--- src/rtl/wb_trace_pkg.sv ---
// Shared field widths, entry layout and offsets for the write-back trace buffer.
package wb_trace_pkg;

    localparam int STAMP_W_DEF = 8;
    localparam int MATRIX_W    = 1;
    localparam int REG_W_DEF   = 3;
    localparam int DATA_W_DEF  = 8;
    localparam int DROP_W      = 8;

    localparam int ENTRY_W     = STAMP_W_DEF + MATRIX_W + REG_W_DEF + DATA_W_DEF;

    localparam int DATA_LSB    = 0;
    localparam int DESTREG_LSB = DATA_LSB + DATA_W_DEF;
    localparam int MATRIX_LSB  = DESTREG_LSB + REG_W_DEF;
    localparam int STAMP_LSB   = MATRIX_LSB + MATRIX_W;

    typedef struct packed {
        logic [STAMP_W_DEF-1:0] stamp;
        logic                   matrix;
        logic [REG_W_DEF-1:0]   destreg;
        logic [DATA_W_DEF-1:0]  data;
    } wb_entry_t;

endpackage

--- src/rtl/wb_trace_mem.sv ---
// Entry storage: one synchronous write port, one combinational read port, no reset.
module wb_trace_mem
    import wb_trace_pkg::*;
#(
    parameter int DEPTH = 8,
    parameter int WIDTH = ENTRY_W
) (
    input  logic                     clk,
    input  logic                     we,
    input  logic [$clog2(DEPTH)-1:0] waddr,
    input  logic [WIDTH-1:0]         wdata,
    input  logic [$clog2(DEPTH)-1:0] raddr,
    output logic [WIDTH-1:0]         rdata
);

    logic [WIDTH-1:0] mem [DEPTH];

    always_ff @(posedge clk) begin
        if (we) begin
            mem[waddr] <= wdata;
        end
    end

    assign rdata = mem[raddr];

endmodule

--- src/rtl/wb_trace_fifo.sv ---
// Cycle-stamped capture queue for register-file write-backs with a valid/ready drain port.
module wb_trace_fifo
    import wb_trace_pkg::*;
#(
    parameter int DEPTH   = 8,
    parameter int DATA_W  = DATA_W_DEF,
    parameter int REG_W   = REG_W_DEF,
    parameter int STAMP_W = STAMP_W_DEF
) (
    input  logic                             CLK,
    input  logic                             reset,
    input  logic                             wb_write_in,
    input  logic [REG_W-1:0]                 wb_destreg_in,
    input  logic [DATA_W-1:0]                wb_data_in,
    input  logic                             wb_matrix_in,
    input  logic                             capture_en,
    input  logic                             clear,
    output logic                             out_valid,
    input  logic                             out_ready,
    output logic [STAMP_W+1+REG_W+DATA_W-1:0] out_data,
    output logic [$clog2(DEPTH):0]           count,
    output logic                             overflow,
    output logic [DROP_W-1:0]                drop_count
);

    localparam int AW = $clog2(DEPTH);
    localparam int PW = AW + 1;
    localparam int EW = STAMP_W + 1 + REG_W + DATA_W;

    function automatic logic [DROP_W-1:0] sat_inc(input logic [DROP_W-1:0] v);
        if (v == {DROP_W{1'b1}}) begin
            return v;
        end
        return v + 1'b1;
    endfunction

    logic [PW-1:0]      wr_ptr_q, wr_ptr_d;
    logic [PW-1:0]      rd_ptr_q, rd_ptr_d;
    logic [PW-1:0]      count_q, count_d;
    logic [STAMP_W-1:0] stamp_q, stamp_d;
    logic               overflow_q, overflow_d;
    logic [DROP_W-1:0]  drop_count_q, drop_count_d;

    logic          full, empty, push, pop, accept, drop, mem_we;
    logic [EW-1:0] wr_entry, rd_entry;

    always_comb begin
        full     = (wr_ptr_q ^ rd_ptr_q) == {1'b1, {AW{1'b0}}};
        empty    = (wr_ptr_q == rd_ptr_q);
        push     = wb_write_in & capture_en;
        pop      = ~empty & out_ready;
        // A pop in the same cycle frees the slot, so a push into a full queue still lands.
        accept   = push & (~full | pop);
        drop     = push & full & ~pop;
        mem_we   = accept & ~clear;
        wr_entry = {stamp_q, wb_matrix_in, wb_destreg_in, wb_data_in};

        wr_ptr_d     = wr_ptr_q;
        rd_ptr_d     = rd_ptr_q;
        count_d      = count_q;
        overflow_d   = overflow_q;
        drop_count_d = drop_count_q;
        stamp_d      = stamp_q + 1'b1;

        if (clear) begin
            wr_ptr_d     = '0;
            rd_ptr_d     = '0;
            count_d      = '0;
            overflow_d   = 1'b0;
            drop_count_d = '0;
        end else begin
            if (accept) begin
                wr_ptr_d = wr_ptr_q + 1'b1;
            end
            if (pop) begin
                rd_ptr_d = rd_ptr_q + 1'b1;
            end
            case ({accept, pop})
                2'b10:   count_d = count_q + 1'b1;
                2'b01:   count_d = count_q - 1'b1;
                default: count_d = count_q;
            endcase
            if (drop) begin
                overflow_d   = 1'b1;
                drop_count_d = sat_inc(drop_count_q);
            end
        end
    end

    always_ff @(posedge CLK) begin
        if (!reset) begin
            wr_ptr_q     <= '0;
            rd_ptr_q     <= '0;
            count_q      <= '0;
            stamp_q      <= '0;
            overflow_q   <= 1'b0;
            drop_count_q <= '0;
        end else begin
            wr_ptr_q     <= wr_ptr_d;
            rd_ptr_q     <= rd_ptr_d;
            count_q      <= count_d;
            stamp_q      <= stamp_d;
            overflow_q   <= overflow_d;
            drop_count_q <= drop_count_d;
        end
    end

    wb_trace_mem #(
        .DEPTH (DEPTH),
        .WIDTH (EW)
    ) u_mem (
        .clk   (CLK),
        .we    (mem_we),
        .waddr (wr_ptr_q[AW-1:0]),
        .wdata (wr_entry),
        .raddr (rd_ptr_q[AW-1:0]),
        .rdata (rd_entry)
    );

    // Storage is never reset, so the head is masked to zero while the queue is empty.
    assign out_valid  = ~empty;
    assign out_data   = empty ? '0 : rd_entry;
    assign count      = count_q;
    assign overflow   = overflow_q;
    assign drop_count = drop_count_q;

endmodule
--- config.mk ---
export PLATFORM = sky130hd
export DESIGN_NAME = wb_trace_fifo
export DESIGN_NICKNAME = d
export VERILOG_FILES = /design/src/rtl/wb_trace_pkg.sv /design/src/rtl/wb_trace_mem.sv /design/src/rtl/wb_trace_fifo.sv
export SDC_FILE = /design/constraint.sdc
export NUM_CORES = 1
export LEC_CHECK = 0
export BUFFER_PORTS_ARGS = -buffer_cell sky130_fd_sc_hd__buf_4
export CAP_MARGIN = 20
export CORE_AREA = 2 2 102 129
export CTS_BUF_LIST = sky130_fd_sc_hd__clkbuf_16
export CTS_CLUSTER_DIAMETER = 150
export DETAILED_ROUTE_END_ITERATION = 8
export DIE_AREA = 0 0 104 131
export GPL_ROUTABILITY_DRIVEN = 0
export PLACE_DENSITY = 0.83
export SKIP_CTS_REPAIR_TIMING = 1
export SYNTH_ARGS = -nofsm -noshare
export SYNTH_HDL_FRONTEND = slang
export SYNTH_HIERARCHICAL = 1
export SYNTH_SLANG_ARGS = --single-unit
export TNS_END_PERCENT = 5
--- constraint.sdc ---
create_clock -name CLK -period 6.2 [get_ports CLK]
set_clock_uncertainty 0.2 [all_clocks]
set_input_delay 0.62 -clock CLK [delete_from_list [all_inputs] [get_ports CLK]]
set_output_delay 0.62 -clock CLK [all_outputs]
set_load 0.01 [all_outputs]
# Yosys cells after proc, flatten, opt, wreduce, memory -nomap -nowiden
# Memory sizes are Yosys's and may differ from the RTL's. A register that Yosys moved wholly into a read port is not among the register bits.
# Cells that the tools add are included.
[totals]
n_memories = 1
output_inout_bits = 34
in_bits = 18
ram_bits = 160
wordCells = 45
reg_bits = 29
[op_classes]
reduce_logical = 3
n_mux = 10
eq_ne = 6
n_addsub = 6
bitwise = 13
[mem_list]
columns = ["memory", "words", "width", "read_ports", "rd_clocked_by_memory_dff", "write_ports", "line_no", "rtl"]
rows = [
  ["u_mem.mem", 8, 20, 1, 1, 1, "wb_trace_mem.sv:16", "logic [WIDTH-1:0] mem [DEPTH];"],
]
[ops]
columns = ["op", "count"]
rows = [
  ["$mux 20", 1],
  ["$add 8x1->8 const B", 2],
  ["$add 4x1->4 const B", 3],
  ["$eq 8x8->1 const B", 1],
  ["$mux 8", 1],
  ["$pmux 4 s2", 1],
  ["$and 1x1->1", 6],
  ["$mux 3", 2],
  ["$mux 1", 5],
  ["$not 1->1", 5],
  ["$eq 4x4->1", 1],
  ["$eq 4x4->1 const B", 1],
  ["$sub 4x1->4 const B", 1],
  ["$xor 4x4->4", 1],
  ["$eq 2x1->1 const B", 1],
  ["$eq 2x2->1 const B", 1],
  ["$ne 2x2->1 const B", 1],
  ["$reduce_and 2->1", 1],
  ["$reduce_bool 2->1", 1],
  ["$reduce_or 2->1", 1],
  ["$or 1x1->1", 1],
]

# Longest topological paths before layout
[logic_depth]
word_depth = 9
ltp_mapped = 9
ltp_nobuf = 9

# Hierarchy
# The synthesis kept the hierarchy.
[modules_own_cells]
columns = ["module", "cells_each", "seq_area_each_um2", "n_inst", "area_per_inst_um2"]
rows = [
  ["wb_trace_mem", 244, 4804.6, 1, 6212.2],
  ["wb_trace_fifo", 185, 580.6, 1, 1685.4],
]

# Worst setup path before layout
# No wires, ideal clock.
[synth_timing]
path_kind = "register to register"
startpoint = "register wr_ptr_q[0]"
endpoint = "memory u_mem/mem[4][0] (netlist bit), enable pin"
setup_time_ns = 0.422
required_ns = 5.578
stages_incl_launch_ff = 7
period_less_slack_ns = 3.475
path_slack_ns = 2.725
arrival_time_ns = 2.853
path_buffers = 0
cell_sequence = "dfxtp_1 xor2_2 nor3_1 a21oi_1 nor2b_1 nand2_1 nor3_1"
[synth_via]
elab_chain_len = 8
elab_cells_between_ends = 11
classes_between = "2 x eq/ne; 2 x mux; 7 x bitwise"
[synth_rtl]
columns = ["element", "line_no", "rtl"]
rows = [
  ["start, declared", "wb_trace_fifo.sv:37", "logic [PW-1:0] wr_ptr_q, wr_ptr_d;"],
  ["start signal, assigned", "wb_trace_fifo.sv:99", "wr_ptr_q <= wr_ptr_d;"],
  ["$xor 4x4->4 / $eq 4x4->1 (equally long branches)", "wb_trace_fifo.sv:48, wb_trace_fifo.sv:49", ""],
  ["$eq 4x4->1 / $not 1->1 (equally long branches)", "wb_trace_fifo.sv:48, wb_trace_fifo.sv:51", ""],
  ["$not 1->1 / $and 1x1->1 (equally long branches)", "wb_trace_fifo.sv:53, wb_trace_fifo.sv:51", ""],
  ["$or 1x1->1 *", "wb_trace_fifo.sv:53", "accept = push & (~full | pop);"],
  ["$and 1x1->1 *", "wb_trace_fifo.sv:53", ""],
  ["$and 1x1->1 *", "wb_trace_fifo.sv:55", "mem_we = accept & ~clear;"],
  ["named net mem_we", "wb_trace_fifo.sv:44", "logic full, empty, push, pop, accept, drop, mem_we;"],
  ["$mux 1 *", "wb_trace_mem.sv:19", "if (we) begin"],
  ["$mux 1 (not written as such) *", "wb_trace_mem.sv:20", "mem[waddr] <= wdata;"],
  ["end, declared", "wb_trace_mem.sv:16", ""],
]
# Mark *: on every way through the listed nets, which the timed path passes. The rest lies on a longest branch.

# Worst setup path in the final report
[layout_timing]
startpoint = "register wr_ptr_q[1]"
endpoint = "output port out_data[18]"
[layout_via]
elab_chain_len = 2
[layout_rtl]
columns = ["element", "line_no", "rtl"]
rows = [
  ["$eq 4x4->1", "wb_trace_fifo.sv:49", "empty = (wr_ptr_q == rd_ptr_q);"],
  ["$mux 20", "wb_trace_fifo.sv:122", "assign out_data = empty ? '0 : rd_entry;"],
  ["end, declared", "wb_trace_fifo.sv:20", "output logic [STAMP_W+1+REG_W+DATA_W-1:0] out_data,"],
]
# No other way between the ends.

==> metrics <==
crit-path max cell delay 1.00 ns; Period minus WS final 3.536 ns; fmax 0.2828 GHz; power density over the cells 280.5 nW/um^2; Syn Area/Cell 18.41 um^2; drt total wl 14870 um; slew margin rel. 29.21%; setup ws final 2.664 ns; Power, Total 2.566 mW; Mapped Nets 452; H-tree levels 4; internal power 2.025 mW; CP Capture Type primary output; Slowest-stage cell, CP or4_1; CP cell instances xor2_2 -> or4_1 -> and2_1 -> buf_4; RSZ-0062 raised after global routing false; asr flop ratio synth 0%; Non-Filler Instances 674; DRC viols 0; switching share of total power 21.08%; Worst EP required 5.38 ns; Clk pwr share 42.9%; Worst VDD drop 0.0002375 V; Diodes inserted 0; WS Path Type reg2out; Reg-to-Reg End u_mem/mem[4][13]; r2r startpoint wr_ptr_q[0]; worst skew pair latency 0.43 ns; Iteration-0 DRC Markers 254; Synth-to-Final Area Change 15.83%; Vias/cell 6.067; DRT Pass-1 Iters 6; CTS tree yes; core area 12430 um^2; Post-synth top flop edfxtp_1; CP Data Arrival Time 2.72 ns; EDFF count, synth 160; die area 13620 um^2; Hold Path Depth 1; Setup WS pre-CTS 2.706 ns; largest net degree at the start of global routing 44; worst slew pin tran 1.056 ns; root buf cell clkbuf_16; Hold WC Path Type in2reg; Initial Utilization 63.53%; Total GRT Usage 22.63%; WHS Endpoint u_mem/mem[4][11]; HP Start wb_matrix_in; global-route wire length before repair 22490 um; I/O pin cnt 52; status completed; antenna violations before repair 0; maximum buffer depth of the clock tree 2; TNS Setup 0 ns; final hold viol count 0; Die Ht 131 um; vias in the first global route 4096; Inserted Clock Buffers 17; # rows 46; share of layout cells above drive strength 1 27.87%; setup slack on the worst flop-to-flop path 2.68 ns; HPWL Detailed 8954 um; clock slew at reported path FFs 0.07 ns; yosys warns 6; DRT antenna net count 0; synth unique cells 46; Post-Syn Area 7898 um^2; sequential share of the synthesized area 68.19%; Final Cycle Share 57.03%; drt wl/cell 22.06 um; cells after synthesis 429; Comb pwr share 3.1%; die width 104 um; port bufs 51; Seq pwr share 54.1%; R2R depth 7; Worst setup SP type flip-flop; final net count 516; Leak Pwr 3.098 nW; Max-Cap Viols 0; Slew Viols, Final 0; Placed Instances 639; #FFs+latches synth 189; critical path peak fanout 26; commonest non-fill, non-tap cell in the layout edfxtp_1; Final setup viols 0; routed via count 4089; Remaining Overflow, GRT 0; switching power 0.5409 mW; clock tree sinks 189; most frequent cells in the layout 160 x edfxtp_1, 58 x buf_4, 40 x mux4_1
worst max-delay path: cells and delay by family, from the launching register on:
kind / cells / cell delay (ns)
flip-flops: 1 / 0.54
buffers and inverters: 1 / 0.15
AND/OR/NAND/NOR: 2 / 1.39
XOR/XNOR: 1 / 0.19
registers in the layout (all words and copies together), names as in the netlist:
name	flops
u_mem/mem	160
stamp_q	8
count	4
drop_count	8
wr_ptr_q	4
rd_ptr_q	4
overflow	1
cells by family after synthesis:
family | Yosys count | synth area share (%)
DFF | 189 | 68.19
and+or+nand+nor | 106 | 7.811
muxes | 63 | 16.54
xor gates and xnor gates | 25 | 3.153
AOI/OAI and AO/OA | 21 | 2.060
buffers and inverters | 20 | 1.457
adders and majority gates | 5 | 0.7921
per-stage QoR:
stage          hold slack [ns]  utilization [%]  cell area [um^2]
2_1_floorplan           0.2906                -              7898
3_3_place_gp            0.2780            68.07              8462
3_5_place_dp            0.2935            68.41              8504
4_1_cts                 0.2103            73.28              9110
5_1_grt                 0.2120            73.58              9148
6_report                0.2260            73.58              9148
how the worst max path moves through the flow:
stage	startpoint	end	slack, ns	cells past startpoint
3_3_place_gp	wr_ptr_q[0]	u_mem/mem[4][16]	2.96	7
5_1_grt	wr_ptr_q[1]	u_mem/mem[4][11]	2.51	7
6_report	wr_ptr_q[1]	out_data[18]	2.66	4
4_1_cts	wr_ptr_q[1]	out_data[18]	2.61	4
3_5_place_dp	wr_ptr_q[0]	u_mem/mem[0][16]	2.71	7
2_1_floorplan	wr_ptr_q[0]	u_mem/mem[4][0]	2.73	6
cells in the mapped netlist (all sizes together), types with 2 or more instances:
cell / n / area share [%]
xor2: 10 / 1.5
nand3: 12 / 0.76
inv: 2 / 0.095
xnor2: 15 / 1.7
clkbuf: 10 / 0.49
nand2: 9 / 0.43
mux2: 20 / 2.9
mux2i: 3 / 0.38
nor2b: 2 / 0.16
and2: 28 / 2.2
dfxtp: 29 / 7.4
buf: 8 / 0.87
nand4: 2 / 0.16
edfxtp: 160 / 61
nor4: 5 / 0.71
or3: 2 / 0.16
nor2: 26 / 1.3
ha: 5 / 0.79
nor4b: 3 / 0.49
o21a: 2 / 0.19
mux4: 40 / 13
nor3: 8 / 0.70
o21ai: 3 / 0.19
nand2b: 4 / 0.32
a21oi: 8 / 0.65
and3: 3 / 0.24
final cells by class:
type / instances / area (um^2)
clock inverters: 15 / 180.2
well taps: 168 / 210.2
flip-flops and latches: 189 / 5386
clock buffers: 17 / 425.4
inverters: 2 / 7.507
fillers: 740 / 3284
repair buffers: 63 / 515.5
multi-input cells: 220 / 2422
per-layer routing:
layer | part of all wire [%] | global-route usage [%] | up-vias
met5 | 0 | 0 | -
met4 | 1.3 | 10.33 | 0
met2 | 53 | 39.09 | 120
li1 | - | - | 1849
met1 | 40 | 27.96 | 2107
met3 | 5.4 | 4.861 | 13
power groups by stage:
stage                     Combinational [mW]  Clock, mW  Sequential (mW)
after floorplan                       0.0422          0             1.41
final                                 0.0783       1.10             1.39
after global placement                0.0729          0             1.42
after detailed placement              0.0771          0             1.42
after CTS                             0.0785       1.12             1.39
after global routing                  0.0841       1.17             1.39
(Power assumes the default switching activity.)
